--- src/rtl/sc_io_display_pkg.sv ---
// ---------------------------------------------------------------------------
// sc_io_pkg
// Shared definitions for the CPU output-port seven-segment display block:
//   - FSM state encoding for the LOAD/SHIFT/STORE conversion loop
//   - segment constants (blank, dash) and the 0..9 digit code table
//   - port count and conversion limits
//   - one double-dabble step helper used by the converter
// Segment patterns are active-low, bit[6]=g .. bit[0]=a.
// ---------------------------------------------------------------------------
package sc_io_pkg;

  // Conversion loop states; there is deliberately no idle state.
  typedef enum logic [1:0] {
    ST_LOAD  = 2'd0,
    ST_SHIFT = 2'd1,
    ST_STORE = 2'd2
  } state_t;

  localparam int NUM_PORTS    = 3;
  localparam int SHIFT_CYCLES = 7;

  // Largest value that fits in two decimal digits.
  localparam logic [6:0] MAX_VALUE = 7'd99;

  localparam logic [6:0] SEG_BLANK = 7'b1111111;
  localparam logic [6:0] SEG_DASH  = 7'b0111111;

  // Digit code table, index 9 on the left down to index 0 on the right.
  localparam logic [9:0][6:0] SEG_TABLE = {
    7'b0010000,  // 9
    7'b0000000,  // 8
    7'b1111000,  // 7
    7'b0000010,  // 6
    7'b0010010,  // 5
    7'b0011001,  // 4
    7'b0110000,  // 3
    7'b0100100,  // 2
    7'b1111001,  // 1
    7'b1000000   // 0
  };

  // Add-3 correction applied to a BCD digit before it is doubled.
  function automatic logic [3:0] add3(input logic [3:0] d);
    return (d >= 4'd5) ? (d + 4'd3) : d;
  endfunction

  // One double-dabble step on the 15-bit working register:
  // [14:11] tens, [10:7] units, [6:0] remaining binary bits.
  function automatic logic [14:0] dabble_step(input logic [14:0] w);
    logic [14:0] adj;
    adj = {add3(w[14:11]), add3(w[10:7]), w[6:0]};
    return {adj[13:0], 1'b0};
  endfunction

endpackage

--- src/rtl/sc_io_display_decode.sv ---
// ---------------------------------------------------------------------------
// sc_seg7_decode
// Purely combinational BCD digit to seven-segment pattern decoder.
// Ports:
//   digit - 4-bit BCD digit (values above 9 show blank)
//   seg   - 7-bit active-low segment pattern, bit[6]=g .. bit[0]=a
// ---------------------------------------------------------------------------
module sc_seg7_decode
  import sc_io_pkg::*;
(
  input  logic [3:0] digit,
  output logic [6:0] seg
);

  // Table lookup; anything that is not a decimal digit is shown as blank.
  always_comb begin
    seg = SEG_BLANK;
    if (digit <= 4'd9) begin
      seg = SEG_TABLE[digit];
    end
  end

endmodule

--- src/rtl/sc_io_display.sv ---
// ---------------------------------------------------------------------------
// sc_io_display
// Shows the low 7 bits of three CPU output ports as two decimal digits each
// on six seven-segment displays. A free-running loop samples one port,
// converts it to BCD by double-dabble over 7 cycles and writes that port's
// digit pair, then moves on to the next port round-robin.
// Parameters:
//   LZ_BLANK  - when 1, a tens digit of 0 is shown blank
// Ports:
//   clock     - single clock, rising edge
//   resetn    - synchronous active-low reset
//   out_port0 - CPU port 0, shown on hex1 (tens) : hex0 (units)
//   out_port1 - CPU port 1, shown on hex3 (tens) : hex2 (units)
//   out_port2 - CPU port 2, shown on hex5 (tens) : hex4 (units)
//   hex0..5   - registered active-low segment patterns
//   busy      - high while a conversion is shifting
//   update    - one-cycle pulse when a digit pair has just been written
// ---------------------------------------------------------------------------
module sc_io_display
  import sc_io_pkg::*;
#(
  parameter bit LZ_BLANK = 1'b0
) (
  input  logic        clock,
  input  logic        resetn,
  input  logic [31:0] out_port0,
  input  logic [31:0] out_port1,
  input  logic [31:0] out_port2,
  output logic [6:0]  hex0,
  output logic [6:0]  hex1,
  output logic [6:0]  hex2,
  output logic [6:0]  hex3,
  output logic [6:0]  hex4,
  output logic [6:0]  hex5,
  output logic        busy,
  output logic        update
);

  state_t      state;
  state_t      state_next;
  logic [1:0]  port_idx;
  logic [2:0]  shift_cnt;
  logic [31:0] hold_value;
  logic [14:0] working;
  logic [31:0] port_value;
  logic        load_en;
  logic        shift_en;
  logic        store_en;
  logic        out_of_range;
  logic [6:0]  tens_seg;
  logic [6:0]  units_seg;
  logic [6:0]  tens_code;
  logic [6:0]  units_code;

  // State register. Reset parks the loop in LOAD so the first edge after
  // release samples port 0.
  always_ff @(posedge clock) begin
    if (!resetn) begin
      state <= ST_LOAD;
    end else begin
      state <= state_next;
    end
  end

  // Next-state logic: one LOAD cycle, seven SHIFT cycles, one STORE cycle.
  always_comb begin
    state_next = state;
    case (state)
      ST_LOAD:  state_next = ST_SHIFT;
      ST_SHIFT: begin
        if (shift_cnt == 3'(SHIFT_CYCLES - 1)) begin
          state_next = ST_STORE;
        end
      end
      ST_STORE: state_next = ST_LOAD;
      default:  state_next = ST_LOAD;
    endcase
  end

  // Output decode of the state into datapath strobes and the busy flag.
  always_comb begin
    load_en  = 1'b0;
    shift_en = 1'b0;
    store_en = 1'b0;
    busy     = 1'b0;
    case (state)
      ST_LOAD:  load_en = 1'b1;
      ST_SHIFT: begin
        shift_en = 1'b1;
        busy     = 1'b1;
      end
      ST_STORE: store_en = 1'b1;
      default:  load_en = 1'b0;
    endcase
  end

  // Round-robin port selection.
  always_comb begin
    case (port_idx)
      2'd0:    port_value = out_port0;
      2'd1:    port_value = out_port1;
      2'd2:    port_value = out_port2;
      default: port_value = out_port0;
    endcase
  end

  // Conversion datapath. The sample taken in LOAD is the only thing that is
  // converted, so port changes during SHIFT/STORE cannot disturb it.
  always_ff @(posedge clock) begin
    if (!resetn) begin
      hold_value <= '0;
      working    <= '0;
      shift_cnt  <= '0;
    end else if (load_en) begin
      hold_value <= port_value;
      working    <= {8'd0, port_value[6:0]};
      shift_cnt  <= '0;
    end else if (shift_en) begin
      working    <= dabble_step(working);
      shift_cnt  <= shift_cnt + 3'd1;
    end
  end

  // Anything with upper bits set or above 99 cannot be shown in two digits.
  assign out_of_range = (hold_value[31:7] != '0) || (hold_value[6:0] > MAX_VALUE);

  sc_seg7_decode u_tens_decode (
    .digit (working[14:11]),
    .seg   (tens_seg)
  );

  sc_seg7_decode u_units_decode (
    .digit (working[10:7]),
    .seg   (units_seg)
  );

  // Final patterns for the pair: dashes when out of range, optional blanking
  // of a zero tens digit. The units digit is always shown.
  always_comb begin
    tens_code  = tens_seg;
    units_code = units_seg;
    if (out_of_range) begin
      tens_code  = SEG_DASH;
      units_code = SEG_DASH;
    end else if (LZ_BLANK && (working[14:11] == 4'd0)) begin
      tens_code  = SEG_BLANK;
    end
  end

  // Display registers, port index and the update pulse. Only the pair of the
  // port just converted is written; the other four displays hold.
  always_ff @(posedge clock) begin
    if (!resetn) begin
      hex0     <= SEG_BLANK;
      hex1     <= SEG_BLANK;
      hex2     <= SEG_BLANK;
      hex3     <= SEG_BLANK;
      hex4     <= SEG_BLANK;
      hex5     <= SEG_BLANK;
      port_idx <= '0;
      update   <= 1'b0;
    end else begin
      update <= store_en;
      if (store_en) begin
        case (port_idx)
          2'd0: begin
            hex0 <= units_code;
            hex1 <= tens_code;
          end
          2'd1: begin
            hex2 <= units_code;
            hex3 <= tens_code;
          end
          default: begin
            hex4 <= units_code;
            hex5 <= tens_code;
          end
        endcase
        if (port_idx == 2'(NUM_PORTS - 1)) begin
          port_idx <= '0;
        end else begin
          port_idx <= port_idx + 2'd1;
        end
      end
    end
  end

endmodule

--- config.mk ---
export PLATFORM = sky130hd
export DESIGN_NAME = sc_io_display
export DESIGN_NICKNAME = d
export VERILOG_FILES = /design/src/rtl/sc_io_display_pkg.sv /design/src/rtl/sc_io_display_decode.sv /design/src/rtl/sc_io_display.sv
export SDC_FILE = /design/constraint.sdc
export NUM_CORES = 1
export LEC_CHECK = 0
export BUFFER_PORTS_ARGS = -buffer_cell sky130_fd_sc_hd__buf_2
export CAP_MARGIN = 40
export CORE_UTILIZATION = 47
export CTS_CLUSTER_DIAMETER = 120
export DETAILED_ROUTE_END_ITERATION = 8
export PLACE_DENSITY = 0.86
export SYNTH_ARGS = -nofsm -noshare
export SYNTH_HDL_FRONTEND = slang
export SYNTH_SLANG_ARGS = --single-unit
--- constraint.sdc ---
create_clock -name clock -period 2.35 [get_ports clock]
set_clock_uncertainty 0.2 [all_clocks]
set_input_delay 0.47 -clock clock [delete_from_list [all_inputs] [get_ports clock]]
set_output_delay 0.47 -clock clock [all_outputs]
set_load 0.1 [all_outputs]
==> results of run 1 <==
## stage by stage
| step | std cells | power (W) | setup slack (ps) |
|---|---|---|---|
| after floorplan | 581 | 0.00212 | 76.7 |
| after global placement | 830 | 0.00224 | 131 |
| after detailed placement | 830 | 0.00225 | -59.7 |
| after CTS | 846 | 0.00329 | 27.5 |
| after global routing | 849 | 0.00341 | -12.3 |
| final | 849 | 0.00329 | 113 |
## critical path, cell delays in order (launching register included)
cell and delay, ps:
dfxtp_1 510, nand2b_4 170, inv_2 160, clkbuf_4 350
## power by group through the flow
stage	sequential [W]	clock (W)	combinational [W]
6_report	0.00192	0.00107	0.000302
5_1_grt	0.00192	0.00116	0.000336
4_1_cts	0.00191	0.00107	0.000297
3_5_place_dp	0.00196	0	0.000296
3_3_place_gp	0.00195	0	0.000283
2_1_floorplan	0.00195	0	0.000175
## path summary, 6_finish.rpt
check                   to  slack [ps]  cells after the start
max reg2reg      flip-flop         130                      9
max                   busy         110                      3
min reg2reg  hold_value[4]         260                      2
min          hold_value[4]         260                      2
## Yosys cell counts (all sizes together) (2+ instances only)
cell type | instances | area [um2]
or2 | 2 | 12.5
mux2 | 6 | 67.6
nand3 | 11 | 70.1
or3 | 2 | 17.5
nand2 | 50 | 188
buf | 12 | 62.6
and3 | 2 | 12.5
nor2b | 2 | 12.5
mux2i | 7 | 70.1
o211ai | 24 | 180
a21oi | 54 | 274
o31ai | 3 | 22.5
a311oi | 2 | 35.0
a211oi | 31 | 243
clkbuf | 30 | 113
nand3b | 2 | 15.0
nand4 | 2 | 12.5
a22o | 3 | 26.3
nor2 | 78 | 293
nand2b | 10 | 70.1
a22oi | 32 | 240
ha | 19 | 238
a31o | 2 | 17.5
o21a | 2 | 15.0
o22a | 18 | 158
nor3 | 11 | 85.1
and2 | 4 | 25.0
nor4 | 7 | 56.3
dfxtp | 109 | 2180
o21ai | 10 | 50.1
inv | 22 | 82.6
## repair_timing
action	CTS	global route
setup endpoints to repair	2	10
hold buffers	0	0
buffers inserted	1	4
pin swaps	1	5
resized for setup	1	19
gates cloned	0	0
## layer usage
layer / vias to the layer above / part of all wire, % / track usage (%)
met5: - / 0 / 0
met4: 0 / 1.1 / 5.85
met3: 14 / 5.9 / 5.07
met2: 189 / 50 / 40.4
met1: 2240 / 43 / 25.9
li1: 2344 / - / -
## cells by family after synthesis
group | after synthesis | synth area share (%)
multiplexers | 13 | 2.72
flip-flops | 109 | 43.2
AO/OA/AOI/OAI | 189 | 26.3
AND/OR/NAND/NOR | 185 | 17.6
adder cells (fa/ha/maj) | 19 | 4.70
buffers and inverters | 64 | 5.10
XOR/XNOR | 2 | 0.347
## area by class of cell
| cell class | count | area (um2) | area share [%] |
|---|---|---|---|
| inverters | 22 | 82.6 | 1.34 |
| well taps | 136 | 170 | 2.75 |
| flip-flops and latches | 109 | 2190 | 35.4 |
| repair buffers | 159 | 868 | 14.0 |
| multi-input cells | 408 | 2690 | 43.6 |
| clock inverters | 5 | 43.8 | 0.708 |
| clock buffers | 10 | 138 | 2.23 |
## placed cells by master (no fill, tap or decap), types with 3 or more instances in the layout
cell and n:
buf_2 140, nor4_1 4, mux2_2 6, dfxtp_1 105, a211oi_1 28, nand2b_1 7
dfxtp_2 4, a22oi_1 32, inv_2 5, nand3_1 8, nand2b_4 3, o22a_1 18
mux2i_1 7, nor3_2 7, nand3_2 3, o21ai_0 6, ha_1 14, nand2_1 50
o21ai_1 4, buf_4 16, clkbuf_8 10, inv_1 17, nor3_1 4, o211ai_1 24
nor2_1 78, and2_1 4, a21oi_1 53, a22o_1 3, nor4_2 3, ha_2 3
==> impl_metrics.env, run 1 <==
export IMPL_rows=37
export IMPL_firstDrtPassIters=5
export IMPL_ir_worst_vdd_uv=271
export IMPL_num_antenna_cells=0
export IMPL_regToRegStartpoint="working[8]"
export IMPL_drtAntennaViolNets=0
export IMPL_track_usage_pct=22.2
export IMPL_dp_hpwl_mm=9.32
export IMPL_synthCells=581
export IMPL_cp_startpoint="state[0]"
export IMPL_worstSkewPairLatency_ps=380
export IMPL_die_h_um=106
export IMPL_via_count=4787
export IMPL_utilization_pct=59.6
export IMPL_die_x_um=106
export IMPL_synth_seq_cells=109
export IMPL_combPwrFrac_pct=9.2
export IMPL_status="completed"
export IMPL_switchingPower_w=0.000839
export IMPL_synth_main_ff_cell="dfxtp_1"
export IMPL_max_slew_margin_pct=61.5
export IMPL_post_dp_cell_area_um2=5890
export IMPL_syn_nets=698
export IMPL_cts_buffers=9
export IMPL_place_congestion=0.901
export IMPL_ys_warn_count=0
export IMPL_drv_cap=0
export IMPL_post_route_period_util_pct=95.2
export IMPL_ys_types=55
export IMPL_grt_overflow_total=0
export IMPL_grt_start_max_net_pins=57
export IMPL_power_density_nw_per_um2=531
export IMPL_avgSynthCellArea_um2=8.70
export IMPL_clockBufferDepth=2
export IMPL_antenna_found_initial=0
export IMPL_cp_start_kind="flip-flop"
export IMPL_die_area_um2=11200
export IMPL_synth_area_um2=5060
export IMPL_report_final_hold_viol_count=0
export IMPL_clock_sinks=109
export IMPL_min_delay_path_class="reg -> reg"
export IMPL_cts_max_level=3
export IMPL_worstHoldStart="hold_value[4]"
export IMPL_post_drt_wl_per_cell_um=14.7
export IMPL_p_sw_share_pct=25.5
export IMPL_cts_tree="done"
export IMPL_drt_iter0_markers=288
export IMPL_routed_via_density=5.64
export IMPL_p_int_w=0.00245
export IMPL_nFillCells=899
export IMPL_layout_drive_gt1_share_pct=30.9
export IMPL_ios=142
export IMPL_drcViolationCount=0
export IMPL_setup_viol=0
export IMPL_final_max_slew_violation_count=0
export IMPL_tns_ps=0
export IMPL_power_frac_clock_pct=32.5
export IMPL_area_delta_synth_final_pct=22.3
export IMPL_fin_crit_ps=2240
export IMPL_clk_pin_slew_ps=100
export IMPL_fin_hold_ws_ps=265
export IMPL_path_class="reg -> out"
export IMPL_grt_pass1_wl_mm=20.2
export IMPL_cp_max_fo=11
export IMPL_port_buffers=141
export IMPL_grt_pass1_vias=4507
export IMPL_power_leakage_nw=2.57
export IMPL_postLayoutCellArea_um2=6180
export IMPL_pwr_share_seq_pct=58.3
export IMPL_cts_root_buffer_cell="clkbuf_8"
export IMPL_yosysSeqAreaShare_pct=43.2
export IMPL_clock_fmax_ghz=0.447
export IMPL_finalNetCount=826
export IMPL_synthArstFlopShare_pct=0
export IMPL_synth_edf_count=0
export IMPL_start_util_pct=48.8
export IMPL_cp_arrival_ps=1570
export IMPL_tightest_slew_ps=576
export IMPL_worstSetupEndpointType="output port"
export IMPL_core_area_um2=10400
export IMPL_worstPathRequired_ps=1680
export IMPL_drt_wl_total_mm=12.5
(Power assumes the default switching activity.)
==> run 2: changes to the inputs <==
--- a/config.mk
+++ b/config.mk
@@ -5,12 +5,14 @@
 export SDC_FILE = /design/constraint.sdc
 export NUM_CORES = 1
 export LEC_CHECK = 0
+export ABC_AREA = 1
 export BUFFER_PORTS_ARGS = -buffer_cell sky130_fd_sc_hd__buf_2
 export CAP_MARGIN = 40
 export CORE_UTILIZATION = 47
 export CTS_CLUSTER_DIAMETER = 120
 export DETAILED_ROUTE_END_ITERATION = 8
 export PLACE_DENSITY = 0.86
+export REMOVE_ABC_BUFFERS = 1
 export SYNTH_ARGS = -nofsm -noshare
 export SYNTH_HDL_FRONTEND = slang
 export SYNTH_SLANG_ARGS = --single-unit
==> run 2 against run 1 <==
Against the previous run: synthesized cell count is 22% higher; non-clock buffer count unchanged; flip-flop and latch count is the same; via count is 3.9% higher; worst setup slack improved by 64 ps; hold slack lost 77 ps; clock power hardly changed; sequential power is essentially flat; synthesized area increased by 0.89%; global-route usage is 0.37 points higher; sequential share of layout area barely moved; highest routed layer unchanged.
==> impl_metrics.env, run 2 <==
export IMPL_die_x_um=106
export IMPL_nFillCells=985
export IMPL_core_area_um2=10400
export IMPL_avgSynthCellArea_um2=7.22
export IMPL_grt_overflow_total=0
export IMPL_clk_pin_slew_ps=110
export IMPL_fin_hold_ws_ps=188
export IMPL_ys_warn_count=0
export IMPL_rrSetupSlack_ps=180
export IMPL_instances_no_fill=978
export IMPL_die_area_um2=11300
export IMPL_max_slew_margin_pct=64.2
export IMPL_setup_viol=0
export IMPL_drv_cap=0
export IMPL_ir_worst_vdd_uv=288
export IMPL_drt_iter0_markers=193
export IMPL_report_final_hold_viol_count=0
export IMPL_postCtsSetupBuffers=0
export IMPL_synthTopCellsByCount="nand2_1, dfxtp_1, nand3_1"
export IMPL_port_buffers=141
export IMPL_track_usage_pct=22.6
export IMPL_antenna_found_initial=0
export IMPL_status="completed"
export IMPL_path_cells="buf_4 -> nor2_4 -> inv_1 -> a21oi_2 -> o21a_1 -> inv_1 -> ha_1 -> inv_1 -> nand3_1 -> a21oi_1"
export IMPL_cts_hold_buf=0
export IMPL_yosysMostFrequentCell="nand2_1"
export IMPL_worstSetupEndpointType="flip-flop"
export IMPL_drtAntennaViolNets=0
export IMPL_grt_pass1_wl_mm=20.9
export IMPL_path_class="reg -> reg"
export IMPL_fin_crit_ps=2170
export IMPL_post_route_period_util_pct=92.5
export IMPL_path_buf_inv=4
export IMPL_dp_hpwl_mm=8.92
export IMPL_p_total_w=0.00332
export IMPL_num_antenna_cells=0
export IMPL_drcViolationCount=0
export IMPL_crit_family="compound AO/OA/AOI/OAI gates"
export IMPL_power_leakage_nw=2.44
export IMPL_synth_edf_count=0
export IMPL_final_cell_mix="nand2_1, buf_2, dfxtp_1, nand3_1, a21oi_1"
export IMPL_synthArstFlopShare_pct=0
export IMPL_final_max_slew_violation_count=0
export IMPL_synth_area_um2=5100
export IMPL_tightest_slew_ps=537
export IMPL_rows=37
export IMPL_cts_buffers=9
export IMPL_firstDrtPassIters=4
export IMPL_cts_root_buffer_cell="clkbuf_8"
export IMPL_synth_main_ff_cell="dfxtp_1"
export IMPL_cts_tree="done"
export IMPL_layout_commonest_cell="nand2_1"
export IMPL_power_density_nw_per_um2=538
export IMPL_place_congestion=0.830
export IMPL_ios=142
export IMPL_worstPathRequired_ps=2440
export IMPL_start_util_pct=49.0
export IMPL_grt_start_max_net_pins=59
export IMPL_routed_via_density=5.09
export IMPL_synth_top_area_share_pct=42.8
export IMPL_via_count=4976
export IMPL_drt_wl_total_mm=12.2
export IMPL_area_delta_synth_final_pct=20.9
export IMPL_grt_pass1_vias=4719
export IMPL_dp_cells=963
export IMPL_synth_area_leaders="dfxtp_1, nand2_1, nand3_1"
export IMPL_ys_types=30
export IMPL_rsz0062_at_grt="false"
export IMPL_die_h_um=106
export IMPL_cpPeakStageDelay_ps=350
export IMPL_synth_area_leader_cell="dfxtp_1"
export IMPL_layout_drive_gt1_share_pct=25.1
export IMPL_cp_start_kind="flip-flop"
export IMPL_cts_resized_gates=0
export IMPL_clock_fmax_ghz=0.460
export IMPL_clock_sinks=109
export IMPL_worstSkewPairLatency_ps=370
export IMPL_cp_arrival_ps=2260
export IMPL_yosysSeqAreaShare_pct=42.8
export IMPL_synthCells=707
export IMPL_clockBufferDepth=2
export IMPL_critPathMostFrequentCell="inv_1"
export IMPL_finalNetCount=955
export IMPL_post_drt_wl_per_cell_um=12.4
export IMPL_min_delay_path_class="in -> reg"
export IMPL_synth_seq_cells=109
export IMPL_cpMaxStageDelayCell="dfxtp_1"
export IMPL_cp_max_fo=5
export IMPL_cts_max_level=3
run 2: layer usage:
metal  global-route usage (%)  vias to the layer above  part of all wire [%]
met1                     28.3                     2280                    46
met5                        0                        -                     0
met3                     5.15                       16                   3.7
met2                     38.5                       89                    49
met4                     6.55                        0                   1.1
li1                         -                     2591                     -
run 2: layout make-up:
class / count / area, um2 / share of cell area, %
tap: 136 / 170 / 2.76
clock buffer: 10 / 128 / 2.07
multi-input combinational: 512 / 2560 / 41.5
sequential: 109 / 2180 / 35.4
inverter: 47 / 176 / 2.86
clock inverter: 5 / 42.5 / 0.690
timing repair buffer: 159 / 906 / 14.7
run 2: report_power, final:
part | internal [W] | switching [W]
Clock | 0.000396 | 0.000644
Combinational | 0.000154 | 0.000191
Sequential | 0.00191 | 0.0000289
run 2: kinds of logic (layout without fill, tap and decap cells):
logic type	after synthesis	after routing	synth area share, %
compound gates	145	145	16.6
fa+ha+maj	19	19	4.66
buf+inv	86	221	7.14
flops	109	109	42.8
simple gates	348	348	28.8
run 2: final timing paths:
path	from	to	cells past startpoint
min	out_port0[14]	hold_value[14]	3
min reg2reg	hold_value[21]	hold_value[21]	2
max reg2reg	state[1]	flip-flop	10
max	state[1]	flip-flop	10
run 2: through the flow:
stage	setup TNS [ps]	utilization, %	setup WS (ps)	area (um2)
floorplan	-4060	-	-444	4910
global placement	0	57.5	255	5990
detailed placement	0	57.5	153	5990
CTS	0	59.2	136	6160
global route	0	59.2	20.2	6170
finish	0	59.2	177	6170
run 2: worst reg2reg max path: cells and delay by family, from the launching register on:
family | cells | cell delay [ps]
flops | 1 | 350
simple gates | 2 | 190
fa+ha+maj | 1 | 300
compound gates | 3 | 600
buf+inv | 4 | 460
==> run 3: changes to the inputs <==
--- a/config.mk
+++ b/config.mk
@@ -5,7 +5,6 @@
 export SDC_FILE = /design/constraint.sdc
 export NUM_CORES = 1
 export LEC_CHECK = 0
-export ABC_AREA = 1
 export BUFFER_PORTS_ARGS = -buffer_cell sky130_fd_sc_hd__buf_2
 export CAP_MARGIN = 40
 export CORE_UTILIZATION = 47
==> run 3 against run 2 <==
Against the previous run: worst setup slack got worse by 160 ps; sequential share of layout area decreased by 0.11 points; core utilization increased by 0.48 points; fmax decreased by 6.9%; power decreased by 0.28%; combinational power decreased by 13%; count of clock-buffer cells in the layout unchanged; sequential power about the same; clock power increased by 6%; critical path depth decreased by 1; largest cell class unchanged; highest routed layer unchanged.
==> impl_metrics.env, run 3 (same netlist as run 1, synthesis figures left out) <==
export IMPL_p_total_w=0.00331
export IMPL_place_congestion=0.857
export IMPL_cts_buffers=9
export IMPL_drt_iter0_markers=346
export IMPL_via_count=4675
export IMPL_area_delta_synth_final_pct=22.5
export IMPL_final_max_slew_violation_count=0
export IMPL_grt_pass1_vias=4646
export IMPL_ir_worst_vdd_uv=272
export IMPL_firstDrtPassIters=5
export IMPL_cts_max_level=3
export IMPL_power_density_nw_per_um2=535
export IMPL_die_x_um=106
export IMPL_rsz0062_at_grt="true"
export IMPL_rrSetupSlack_ps=20
export IMPL_worstHoldStart="hold_value[3]"
export IMPL_drcViolationCount=0
export IMPL_setup_viol=0
export IMPL_use_met2_pct=40.7
export IMPL_cts_tree="done"
export IMPL_post_route_period_util_pct=99.3
export IMPL_nFillCells=876
export IMPL_routed_via_density=5.48
export IMPL_worstSkewPairLatency_ps=370
export IMPL_drv_cap=0
export IMPL_status="completed"
export IMPL_dp_hpwl_mm=9.02
export IMPL_fin_crit_ps=2330
export IMPL_antenna_found_initial=0
export IMPL_instances_no_fill=853
export IMPL_final_cell_mix="buf_2, dfxtp_1, nor2_1, a21oi_1, nand2_1"
export IMPL_dp_cells=831
export IMPL_clock_sinks=109
export IMPL_ios=142
export IMPL_cts_root_buffer_cell="clkbuf_8"
export IMPL_path_class="reg -> reg"
export IMPL_die_area_um2=11200
export IMPL_finalNetCount=829
export IMPL_report_final_hold_viol_count=0
export IMPL_min_delay_path_class="reg -> reg"
export IMPL_min_path_cells=2
export IMPL_worstPathRequired_ps=2440
export IMPL_rows=37
export IMPL_cp_start_kind="flip-flop"
export IMPL_grt_pass1_wl_mm=20.6
export IMPL_clockBufferDepth=2
export IMPL_clk_pin_slew_ps=110
export IMPL_drtAntennaViolNets=0
export IMPL_layout_drive_gt1_share_pct=30.7
export IMPL_cp_max_fo=3
export IMPL_cts_hold_buf=0
export IMPL_num_antenna_cells=0
export IMPL_port_buffers=141
export IMPL_tightest_slew_ps=572
export IMPL_grt_start_max_net_pins=51
export IMPL_grt_overflow_total=0
export IMPL_track_usage_pct=22.4
export IMPL_tns_ps=0
export IMPL_core_area_um2=10400
export IMPL_max_slew_margin_pct=61.5
export IMPL_holdPathEnd="hold_value[3]"
export IMPL_grt_busiest_layer="met2"
export IMPL_regToRegStartpoint="working[8]"
export IMPL_use_met3_pct=3.90
export IMPL_clock_fmax_ghz=0.428
export IMPL_cp_arrival_ps=2420
export IMPL_utilization_pct=59.7
export IMPL_start_util_pct=48.8
export IMPL_layout_commonest_cell="buf_2"
export IMPL_worstSetupEndpointType="flip-flop"
export IMPL_post_drt_wl_per_cell_um=14.4
export IMPL_drt_wl_total_mm=12.3
export IMPL_reg2reg_depth=9
export IMPL_power_leakage_nw=2.58
export IMPL_die_h_um=106
export IMPL_use_met1_pct=26.5
==> run 3: report_power, final <==
part | switching [W] | internal (W)
sequential | 0.0000263 | 0.00189
combinational | 0.000162 | 0.000137
clock | 0.000664 | 0.000433
total | 0.000853 | 0.00246
==> run 3: worst max path at each step <==
stage	start	to	slack [ps]	cells after the start
floorplan	resetn	flip-flop	-320	7
global placement	working[11]	flip-flop	160	10
detailed placement	working[11]	flip-flop	-60	10
CTS	working[7]	flip-flop	20	9
global route	working[8]	flip-flop	-40	9
finish	working[8]	flip-flop	20	9
==> run 3: critical path, cell delays in order, from the launching register on <==
cell      delay, ps
dfxtp_1         360
inv_1            80
ha_1            190
nand2b_1        200
a21oi_2         220
xnor2_1         140
o31ai_2         240
inv_1           120
ha_1            310
a211oi_1        200
==> run 3: routing by layer <==
metal	share of wire (%)	routed length, um	vias up
met3	3.3	408	23
met4	1.9	235	0
met2	50	6200	117
met1	44	5440	2193
li1	-	-	2342
met5	0	0	-
==> run 3: metrics by stage <==
stage               hold WS, ps  setup WS [ps]  area [um2]
finish                      266           16.2        6190
global route                292          -41.8        6190
CTS                         260           15.2        6100
detailed placement          249          -58.0        5900
global placement            244            161        5900
floorplan                   236           -318        4880
==> run 3: final cells by class <==
class | instances | area, um2 | area share [%]
Timing Repair Buffer | 162 | 888 | 14.3
Inverter | 22 | 85.1 | 1.37
Sequential cell | 109 | 2190 | 35.3
Tap cell | 136 | 170 | 2.75
Multi-Input combinational cell | 408 | 2670 | 43.1
Clock inverter | 6 | 56.3 | 0.909
Clock buffer | 10 | 138 | 2.22
==> run 3: what timing repair did <==
item,in CTS,in global routing
resized for setup,0,15
cloned,0,0
pin swaps,1,4
endpoints found under the setup margin,2,11
setup buffers,1,6
